## src/rtl/cpu_run_pkg.sv

```systemverilog
// Shared encodings for the run/halt sequencer: host command opcodes,
// halt causes and the sequencer FSM states.
package cpu_run_pkg;

  typedef enum logic [1:0] {
    OP_RUN   = 2'd0,
    OP_STEP  = 2'd1,
    OP_STOP  = 2'd2,
    OP_SETBP = 2'd3
  } cmd_op_e;

  typedef enum logic [1:0] {
    CAUSE_NONE = 2'd0,
    CAUSE_HOST = 2'd1,
    CAUSE_STEP = 2'd2,
    CAUSE_BP   = 2'd3
  } halt_cause_e;

  typedef enum logic [2:0] {
    ST_IDLE  = 3'd0,
    ST_START = 3'd1,
    ST_RUN   = 3'd2,
    ST_STEP  = 3'd3,
    ST_QUIT  = 3'd4,
    ST_DRAIN = 3'd5
  } state_e;

  localparam int CMD_DATA_W = 32;

endpackage

```

## src/rtl/cpu_run_ctrl_if.sv

```systemverilog
// Host command channel (valid/ready) from the UART command decoder
// into the run/halt sequencer.
interface cpu_run_ctrl_if;
  import cpu_run_pkg::*;

  logic                  cmd_valid;
  logic                  cmd_ready;
  logic [1:0]            cmd_op;
  logic [CMD_DATA_W-1:0] cmd_data;

  modport master (output cmd_valid, output cmd_op, output cmd_data, input cmd_ready);
  modport slave  (input cmd_valid, input cmd_op, input cmd_data, output cmd_ready);

endinterface

```

## src/rtl/cpu_bp_match.sv

```systemverilog
// Breakpoint register and PC comparator. The first running cycle after a
// start is masked so execution can resume from the breakpoint address.
module cpu_bp_match #(
  parameter int PC_W = 32
) (
  input  logic            clk,
  input  logic            rst,
  input  logic            set_en,
  input  logic [PC_W-1:0] set_data,
  input  logic            start,
  input  logic            active,
  input  logic            stall,
  input  logic [PC_W-1:0] pc_if,
  output logic            hit
);

  logic            bp_en_q, bp_en_d;
  logic [PC_W-1:1] bp_addr_q, bp_addr_d;
  logic            first_q, first_d;
  logic            unused_pc_lsb;

  // PCs are halfword aligned at minimum, so bit 0 carries the enable instead.
  assign unused_pc_lsb = pc_if[0];

  always_comb begin
    bp_en_d   = bp_en_q;
    bp_addr_d = bp_addr_q;
    first_d   = first_q;
    if (set_en) begin
      bp_en_d   = set_data[0];
      bp_addr_d = set_data[PC_W-1:1];
    end
    if (start) begin
      first_d = 1'b1;
    end else if (active) begin
      first_d = 1'b0;
    end
  end

  always_ff @(posedge clk) begin
    if (rst) begin
      bp_en_q   <= 1'b0;
      bp_addr_q <= '0;
      first_q   <= 1'b0;
    end else begin
      bp_en_q   <= bp_en_d;
      bp_addr_q <= bp_addr_d;
      first_q   <= first_d;
    end
  end

  assign hit = bp_en_q & active & ~first_q & ~stall & (pc_if[PC_W-1:1] == bp_addr_q);

endmodule

```

## src/rtl/cpu_run_ctrl.sv

```systemverilog
// Run/halt sequencer: turns host debug commands into cpu_start / quit_cmd pulses.
// Breakpoint support is built only when CPU_RUN_CTRL_BREAKPOINT_EN is defined.
module cpu_run_ctrl
  import cpu_run_pkg::*;
#(
  parameter int STEP_W    = 16,
  parameter int DRAIN_CYC = 6,
  parameter int PC_W      = 32
) (
  input  logic              clk,
  input  logic              rst,
  cpu_run_ctrl_if.slave     cmd,
  input  logic              stall,
  input  logic [PC_W-1:0]   pc_if,
  output logic              cpu_start,
  output logic              quit_cmd,
  output logic              running,
  output logic [1:0]        halt_cause,
  output logic [PC_W-1:0]   halt_pc,
  output logic [STEP_W-1:0] cyc_cnt
);

  localparam int DRAIN_W = (DRAIN_CYC > 1) ? $clog2(DRAIN_CYC) : 1;

  state_e              state_q, state_d;
  logic [DRAIN_W-1:0]  drain_q, drain_d;
  logic [STEP_W-1:0]   target_q, target_d;
  logic                mode_step_q, mode_step_d;
  logic [STEP_W-1:0]   cyc_q, cyc_d;
  halt_cause_e         cause_q, cause_d;
  logic [PC_W-1:0]     halt_pc_q, halt_pc_d;

  cmd_op_e             op;
  logic                accept;
  logic                bp_hit;
  logic                step_done;
  logic [STEP_W-1:0]   step_count;

  assign op         = cmd_op_e'(cmd.cmd_op);
  assign step_count = cmd.cmd_data[STEP_W-1:0];
  assign cmd.cmd_ready = (state_q == ST_IDLE) || (state_q == ST_RUN) || (state_q == ST_STEP);
  assign accept     = cmd.cmd_valid & cmd.cmd_ready;
  assign running    = (state_q == ST_RUN) || (state_q == ST_STEP);
  assign cpu_start  = (state_q == ST_START);
  assign quit_cmd   = (state_q == ST_QUIT);

  // Extra bit keeps the compare honest when cyc_q sits at all-ones.
  assign step_done = (state_q == ST_STEP) && !stall &&
                     (({1'b0, cyc_q} + 1'b1) == {1'b0, target_q});

`ifdef CPU_RUN_CTRL_BREAKPOINT_EN
  cpu_bp_match #(.PC_W(PC_W)) u_bp_match (
    .clk      (clk),
    .rst      (rst),
    .set_en   (accept && (op == OP_SETBP)),
    .set_data (cmd.cmd_data[PC_W-1:0]),
    .start    (cpu_start),
    .active   (running),
    .stall    (stall),
    .pc_if    (pc_if),
    .hit      (bp_hit)
  );
`else
  logic unused_cmd_bits;
  assign unused_cmd_bits = ^cmd.cmd_data[CMD_DATA_W-1:STEP_W];
  assign bp_hit = 1'b0;
`endif

  always_comb begin
    state_d     = state_q;
    drain_d     = drain_q;
    target_d    = target_q;
    mode_step_d = mode_step_q;
    cyc_d       = cyc_q;
    cause_d     = cause_q;
    halt_pc_d   = halt_pc_q;

    case (state_q)
      ST_IDLE: begin
        if (accept) begin
          if (op == OP_RUN) begin
            mode_step_d = 1'b0;
            state_d     = ST_START;
          end else if (op == OP_STEP && step_count != '0) begin
            mode_step_d = 1'b1;
            target_d    = step_count;
            state_d     = ST_START;
          end
        end
      end
      ST_START: begin
        cyc_d   = '0;
        cause_d = CAUSE_NONE;
        state_d = mode_step_q ? ST_STEP : ST_RUN;
      end
      ST_RUN, ST_STEP: begin
        if (!stall && cyc_q != '1) begin
          cyc_d = cyc_q + 1'b1;
        end
        // Host stop outranks breakpoint, which outranks step completion.
        if (accept && op == OP_STOP) begin
          cause_d = CAUSE_HOST;
          state_d = ST_QUIT;
        end else if (bp_hit) begin
          cause_d = CAUSE_BP;
          state_d = ST_QUIT;
        end else if (step_done) begin
          cause_d = CAUSE_STEP;
          state_d = ST_QUIT;
        end
      end
      ST_QUIT: begin
        halt_pc_d = pc_if;
        drain_d   = DRAIN_W'(DRAIN_CYC - 1);
        state_d   = ST_DRAIN;
      end
      ST_DRAIN: begin
        if (drain_q == '0) begin
          state_d = ST_IDLE;
        end else begin
          drain_d = drain_q - 1'b1;
        end
      end
      default: state_d = ST_IDLE;
    endcase
  end

  always_ff @(posedge clk) begin
    if (rst) begin
      state_q     <= ST_IDLE;
      drain_q     <= '0;
      target_q    <= '0;
      mode_step_q <= 1'b0;
      cyc_q       <= '0;
      cause_q     <= CAUSE_NONE;
      halt_pc_q   <= '0;
    end else begin
      state_q     <= state_d;
      drain_q     <= drain_d;
      target_q    <= target_d;
      mode_step_q <= mode_step_d;
      cyc_q       <= cyc_d;
      cause_q     <= cause_d;
      halt_pc_q   <= halt_pc_d;
    end
  end

  assign halt_cause = cause_q;
  assign halt_pc    = halt_pc_q;
  assign cyc_cnt    = cyc_q;

endmodule
```

## src/flat_wrapper.sv

```systemverilog
// flat-port wrapper written by rule: the top's interface ports become plain ports
module cpu_run_ctrl_flat import cpu_run_pkg::*;
#(
  parameter int STEP_W    = 16,
  parameter int DRAIN_CYC = 6,
  parameter int PC_W      = 32
)
  (clk, rst, stall, pc_if, cpu_start, quit_cmd, running, halt_cause, halt_pc, cyc_cnt, cmd_cmd_valid, cmd_cmd_op, cmd_cmd_data, cmd_cmd_ready);
  cpu_run_ctrl_if cmd_i ();
  input  logic clk;
  input  logic rst;
  input  logic stall;
  input  logic [PC_W-1:0] pc_if;
  output logic cpu_start;
  output logic quit_cmd;
  output logic running;
  output logic [1:0] halt_cause;
  output logic [PC_W-1:0] halt_pc;
  output logic [STEP_W-1:0] cyc_cnt;
  input wire logic [$bits(cmd_i.cmd_valid)-1:0] cmd_cmd_valid;
  input wire logic [$bits(cmd_i.cmd_op)-1:0] cmd_cmd_op;
  input wire logic [$bits(cmd_i.cmd_data)-1:0] cmd_cmd_data;
  output wire logic [$bits(cmd_i.cmd_ready)-1:0] cmd_cmd_ready;
  assign cmd_i.cmd_valid = cmd_cmd_valid;
  assign cmd_i.cmd_op = cmd_cmd_op;
  assign cmd_i.cmd_data = cmd_cmd_data;
  assign cmd_cmd_ready = cmd_i.cmd_ready;
  cpu_run_ctrl #(.STEP_W(STEP_W), .DRAIN_CYC(DRAIN_CYC), .PC_W(PC_W)) u_core (.clk(clk), .rst(rst), .cmd(cmd_i), .stall(stall), .pc_if(pc_if), .cpu_start(cpu_start), .quit_cmd(quit_cmd), .running(running), .halt_cause(halt_cause), .halt_pc(halt_pc), .cyc_cnt(cyc_cnt));
endmodule
```

## config.mk

```make
export PLATFORM = sky130hd
export DESIGN_NAME = cpu_run_ctrl_flat
export DESIGN_NICKNAME = d
export VERILOG_FILES = /design/src/rtl/cpu_run_pkg.sv /design/src/rtl/cpu_run_ctrl_if.sv /design/src/rtl/cpu_bp_match.sv /design/src/rtl/cpu_run_ctrl.sv /design/src/flat_wrapper.sv
export SDC_FILE = /design/constraint.sdc
export NUM_CORES = 1
export LEC_CHECK = 0
export ABC_CLOCK_PERIOD_IN_PS = 2600
export CAP_MARGIN = 20
export CORE_MARGIN = 2
export CORE_UTILIZATION = 41
export DETAILED_ROUTE_END_ITERATION = 10
export HOLD_SLACK_MARGIN = 0.05
export PLACE_DENSITY = 0.89
export SYNTH_ARGS = -nofsm -noshare
export SYNTH_HDL_FRONTEND = slang
export SYNTH_SLANG_ARGS = --single-unit
```

## constraint.sdc

```tcl
create_clock -name clk -period 2.6 [get_ports clk]
set_clock_uncertainty 0.1 [all_clocks]
set_input_delay 0.39 -clock clk [delete_from_list [all_inputs] [get_ports clk]]
set_output_delay 0.39 -clock clk [all_outputs]
set_load 0.05 [all_outputs]
```

==> flow_summary_export.csv <==
group,metric,value,unit
sta,finalHoldViolCount,0,
layout,mostFrequentLayoutCells,"103 x sky130_fd_sc_hd__clkdlybuf4s50_1, 78 x sky130_fd_sc_hd__nand2_1, 61 x sky130_fd_sc_hd__dfxtp_1, 56 x sky130_fd_sc_hd__a21oi_1, 45 x sky130_fd_sc_hd__nor2_1",
layout,fraction_of_final_layout_cells_with_drive_strength_greater_than_1,11.6,%
clock_network,tritoncts_clock_tree,"done",
yosys,synth.yosys.seq_area_share,41.0,%
status,outcome,"finished clean",
sta,tightest_slew,0.728,ns
sta,post-route-period-util,95.6,%
layout,final_cell_area,4990,um2
pwr,power_density,524,nW/um2
clock_network,tritoncts.num_buffers,9,
floorplanning,start_util,42.9,%
critical_path,worstPathBufferInverterCount,0,
sta,worst_slew_slack_as_a_fraction_of_its_limit,51.3,%
grt,initial_antenna_violation_count,0,
critical_path,worstSetupEndpointType,"register",
floorplanning,chipWidth,97.2,um
placed_design,gp_congestion,0.927,
yosys,most_area_consuming_cells_after_synthesis,"sky130_fd_sc_hd__dfxtp_1 41%, sky130_fd_sc_hd__nand2_1 8.2%, sky130_fd_sc_hd__a21oi_1 7.9%, sky130_fd_sc_hd__mux2i_1 5.1%, sky130_fd_sc_hd__nor2_1 4.7%",
clock_network,ctsRootBufferMaster,"sky130_fd_sc_hd__clkbuf_8",
sta,maxClockFrequency,0.402,GHz
layout,final_cell_count_no_fill,657,
placed_design,dpl_cell_area,4800,um2
clock_network,clock_transition_time_at_the_flip_flop_clock_pins_of_the_worst_setup_and_hold_paths,0.08,ns
critical_path,crit_arrival,2.63,ns
drt,via_count,3672,
drt,route.detailed.wl_per_inst,15.9,um
pwr,vdd.ir_drop.worst,0.347,mV
min_path,min-delay-path-class,"input pin to register",
grt,grt.total_usage,21.7,%
pwr,total_power,2610,uW
floorplanning,floorplan.die_area,9450,um2
floorplanning,coreArea,8300,um2
critical_path,critPathKind,"register to register",
yosys,number_of_flip_flops_and_latches_in_the_synthesized_netlist,73,
yosys,avgSynthCellArea,8.06,um2
yosys,proportion_of_register_bits_with_asynchronous_set_or_reset_after_synthesis,0,%
floorplanning,num_rows,33,
critical_path,critical_path_peak_fanout,7,
critical_path,critical_path_required,2.75,ns
yosys,postSynth.topFlopCell,"sky130_fd_sc_hd__dfxtp_1",
sta,final.min_clock_period,2.49,ns
placed_design,place_inst,641,
min_path,worst_hold_startpoint,"rst",
yosys,yosys_warnings,0,
grt,total_congestion_overflow,0,
yosys,syn-num-nets,515,
yosys,post_synth_edffs,0,
grt,grt_first_pass_wirelength,16.9,mm
drt,1st_pass_router_iterations,7,
drt,detail_route.vias_per_cell,5.59,
critical_path,crit_chain,"ha_4, nand3_4, nor4_4, mux2_2, mux2i_1, nand2_1, or3_1, a41o_1",
clock_network,cts_htree_levels,3,
clock_network,postCtsSetupRepairBufs,0,
drt,totalWireLength,10.4,mm
sta,setup-violations-final,0,
layout,area_growth,40.2,%
floorplanning,die-height,97.2,um
layout,finalNetCount,620,
critical_path,cp_slowest_cell,"sky130_fd_sc_hd__or3_1",
pwr,p_leak,0.00178,uW
layout,final_common_cell,"sky130_fd_sc_hd__clkdlybuf4s50_1",
placed_design,dp_hpwl,7.61,mm
clock_network,clk-insertion-delay-late,0.35,ns
critical_path,startpoint,"u_core.cyc_cnt[1]",
sta,whs,0.337,ns
drt,final_antenna_net_count,0,
sta,report.final.slew_viol_count,0,
critical_path,critical-path-top-delay-family,"simple AND/OR/NAND/NOR gates",
placed_design,numPortBuffers,107,
yosys,syn-cell-area,3560,um2
drt,remaining_drc_errors,0,
critical_path,reg2reg_from,"u_core.cyc_cnt[1]",
grt,first_global_vias,3583,
yosys,synth.largest_area_cell,"sky130_fd_sc_hd__dfxtp_1",
layout,antenna-diode-count,0,
grt,grt_max_degree,34,
yosys,yosys.area.top_type_share,41.0,%
clock_network,cts_buffer_depth,2,
run,max-cap-violations,0,
critical_path,slowest_delay,0.42,ns
floorplanning,floorplan.io_pins,124,
critical_path,critical_path.startpoint_type,"register",
yosys,synth_cell_type_count,50,
yosys,mapped_cells,442,
drt,detail_route.iter0.violations,227,
clock_network,cts_num_sinks,73,
worst paths after layout:
path                     endpoint  slack (ns)  depth (start not counted)
max          u_core.halt_cause[0]        0.11                          8
min             u_core.cyc_cnt[0]        0.34                          2
min reg2reg    u_core.halt_pc[22]        0.36                          2
max reg2reg  u_core.halt_cause[0]        0.11                          8
cell families (layout without fill, tap and decap cells):
| kind of cell | Yosys count | in the layout | share of synthesized area [%] |
|---|---|---|---|
| fa+ha+maj | 3 | 3 | 1.05 |
| mux | 19 | 19 | 5.38 |
| xor+xnor | 22 | 22 | 5.41 |
| simple gates | 200 | 200 | 29.1 |
| compound gates | 88 | 88 | 13.7 |
| flops | 73 | 73 | 41.0 |
| buf+inv | 37 | 147 | 4.29 |
sequential cells by signal, indices dropped and copies added, names as in the netlist:
signal,cells
u_core.mode_step_q,1
u_core.halt_pc,32
u_core.halt_cause,2
u_core.cyc_cnt,16
u_core.state_q,3
u_core.target_q,16
u_core.drain_q,3
where the power goes:
part	switching (uW)	internal, uW
Clock	483	363
Sequential	39.7	1150
Combinational	331	248
Total	853	1760
area by class of cell:
| cell class | count | area (um2) |
|---|---|---|
| tap | 105 | 131 |
| clock buffer | 9 | 124 |
| multi-input combinational | 332 | 1970 |
| fill | 695 | 3310 |
| sequential | 73 | 1480 |
| clock inverter | 7 | 61.3 |
| timing repair buffer | 120 | 1190 |
| inverter | 11 | 41.3 |
metrics by stage:
step	util (%)	TNS, ns	setup WS, ns
after floorplan	-	0	0.0152
after global placement	57.8	0	0.134
after detailed placement	57.8	0	0.0980
after CTS	60.0	0	0.0235
after global routing	60.1	-0.00776	-0.00776
final	60.1	0	0.113
what timing repair did:
action                     CTS  global route
resized for setup            0             2
hold buffers                 0             0
setup endpoints to repair    0             3
layer usage:
metal | GRT usage (%) | share of wire (%) | up-vias
li1 | - | - | 1746
met1 | 25.4 | 40 | 1717
met2 | 36.4 | 49 | 182
met3 | 6.76 | 9.5 | 27
met4 | 9.43 | 2.2 | 0
met5 | 0 | 0 | -
cells in the mapped netlist (3+ instances only):
cell type and number:
sky130_fd_sc_hd__nand2_1 78, sky130_fd_sc_hd__dfxtp_1 73, sky130_fd_sc_hd__a21oi_1 56, sky130_fd_sc_hd__nor2_1 45, sky130_fd_sc_hd__xnor2_1 19, sky130_fd_sc_hd__mux2i_1 18
sky130_fd_sc_hd__clkbuf_1 16, sky130_fd_sc_hd__o21ai_0 16, sky130_fd_sc_hd__nor4_1 11, sky130_fd_sc_hd__inv_1 10, sky130_fd_sc_hd__nand3b_1 8, sky130_fd_sc_hd__nand3_1 7
sky130_fd_sc_hd__nor3_1 7, sky130_fd_sc_hd__nand4_1 6, sky130_fd_sc_hd__buf_2 5, sky130_fd_sc_hd__nand2b_1 5, sky130_fd_sc_hd__or3_1 5, sky130_fd_sc_hd__nor2b_1 4
sky130_fd_sc_hd__nor4_2 4, sky130_fd_sc_hd__or4_1 4, sky130_fd_sc_hd__a31oi_1 3, sky130_fd_sc_hd__buf_1 3, sky130_fd_sc_hd__ha_1 3, sky130_fd_sc_hd__xor2_1 3
No activity file was read; power rests on OpenSTA's default activity.
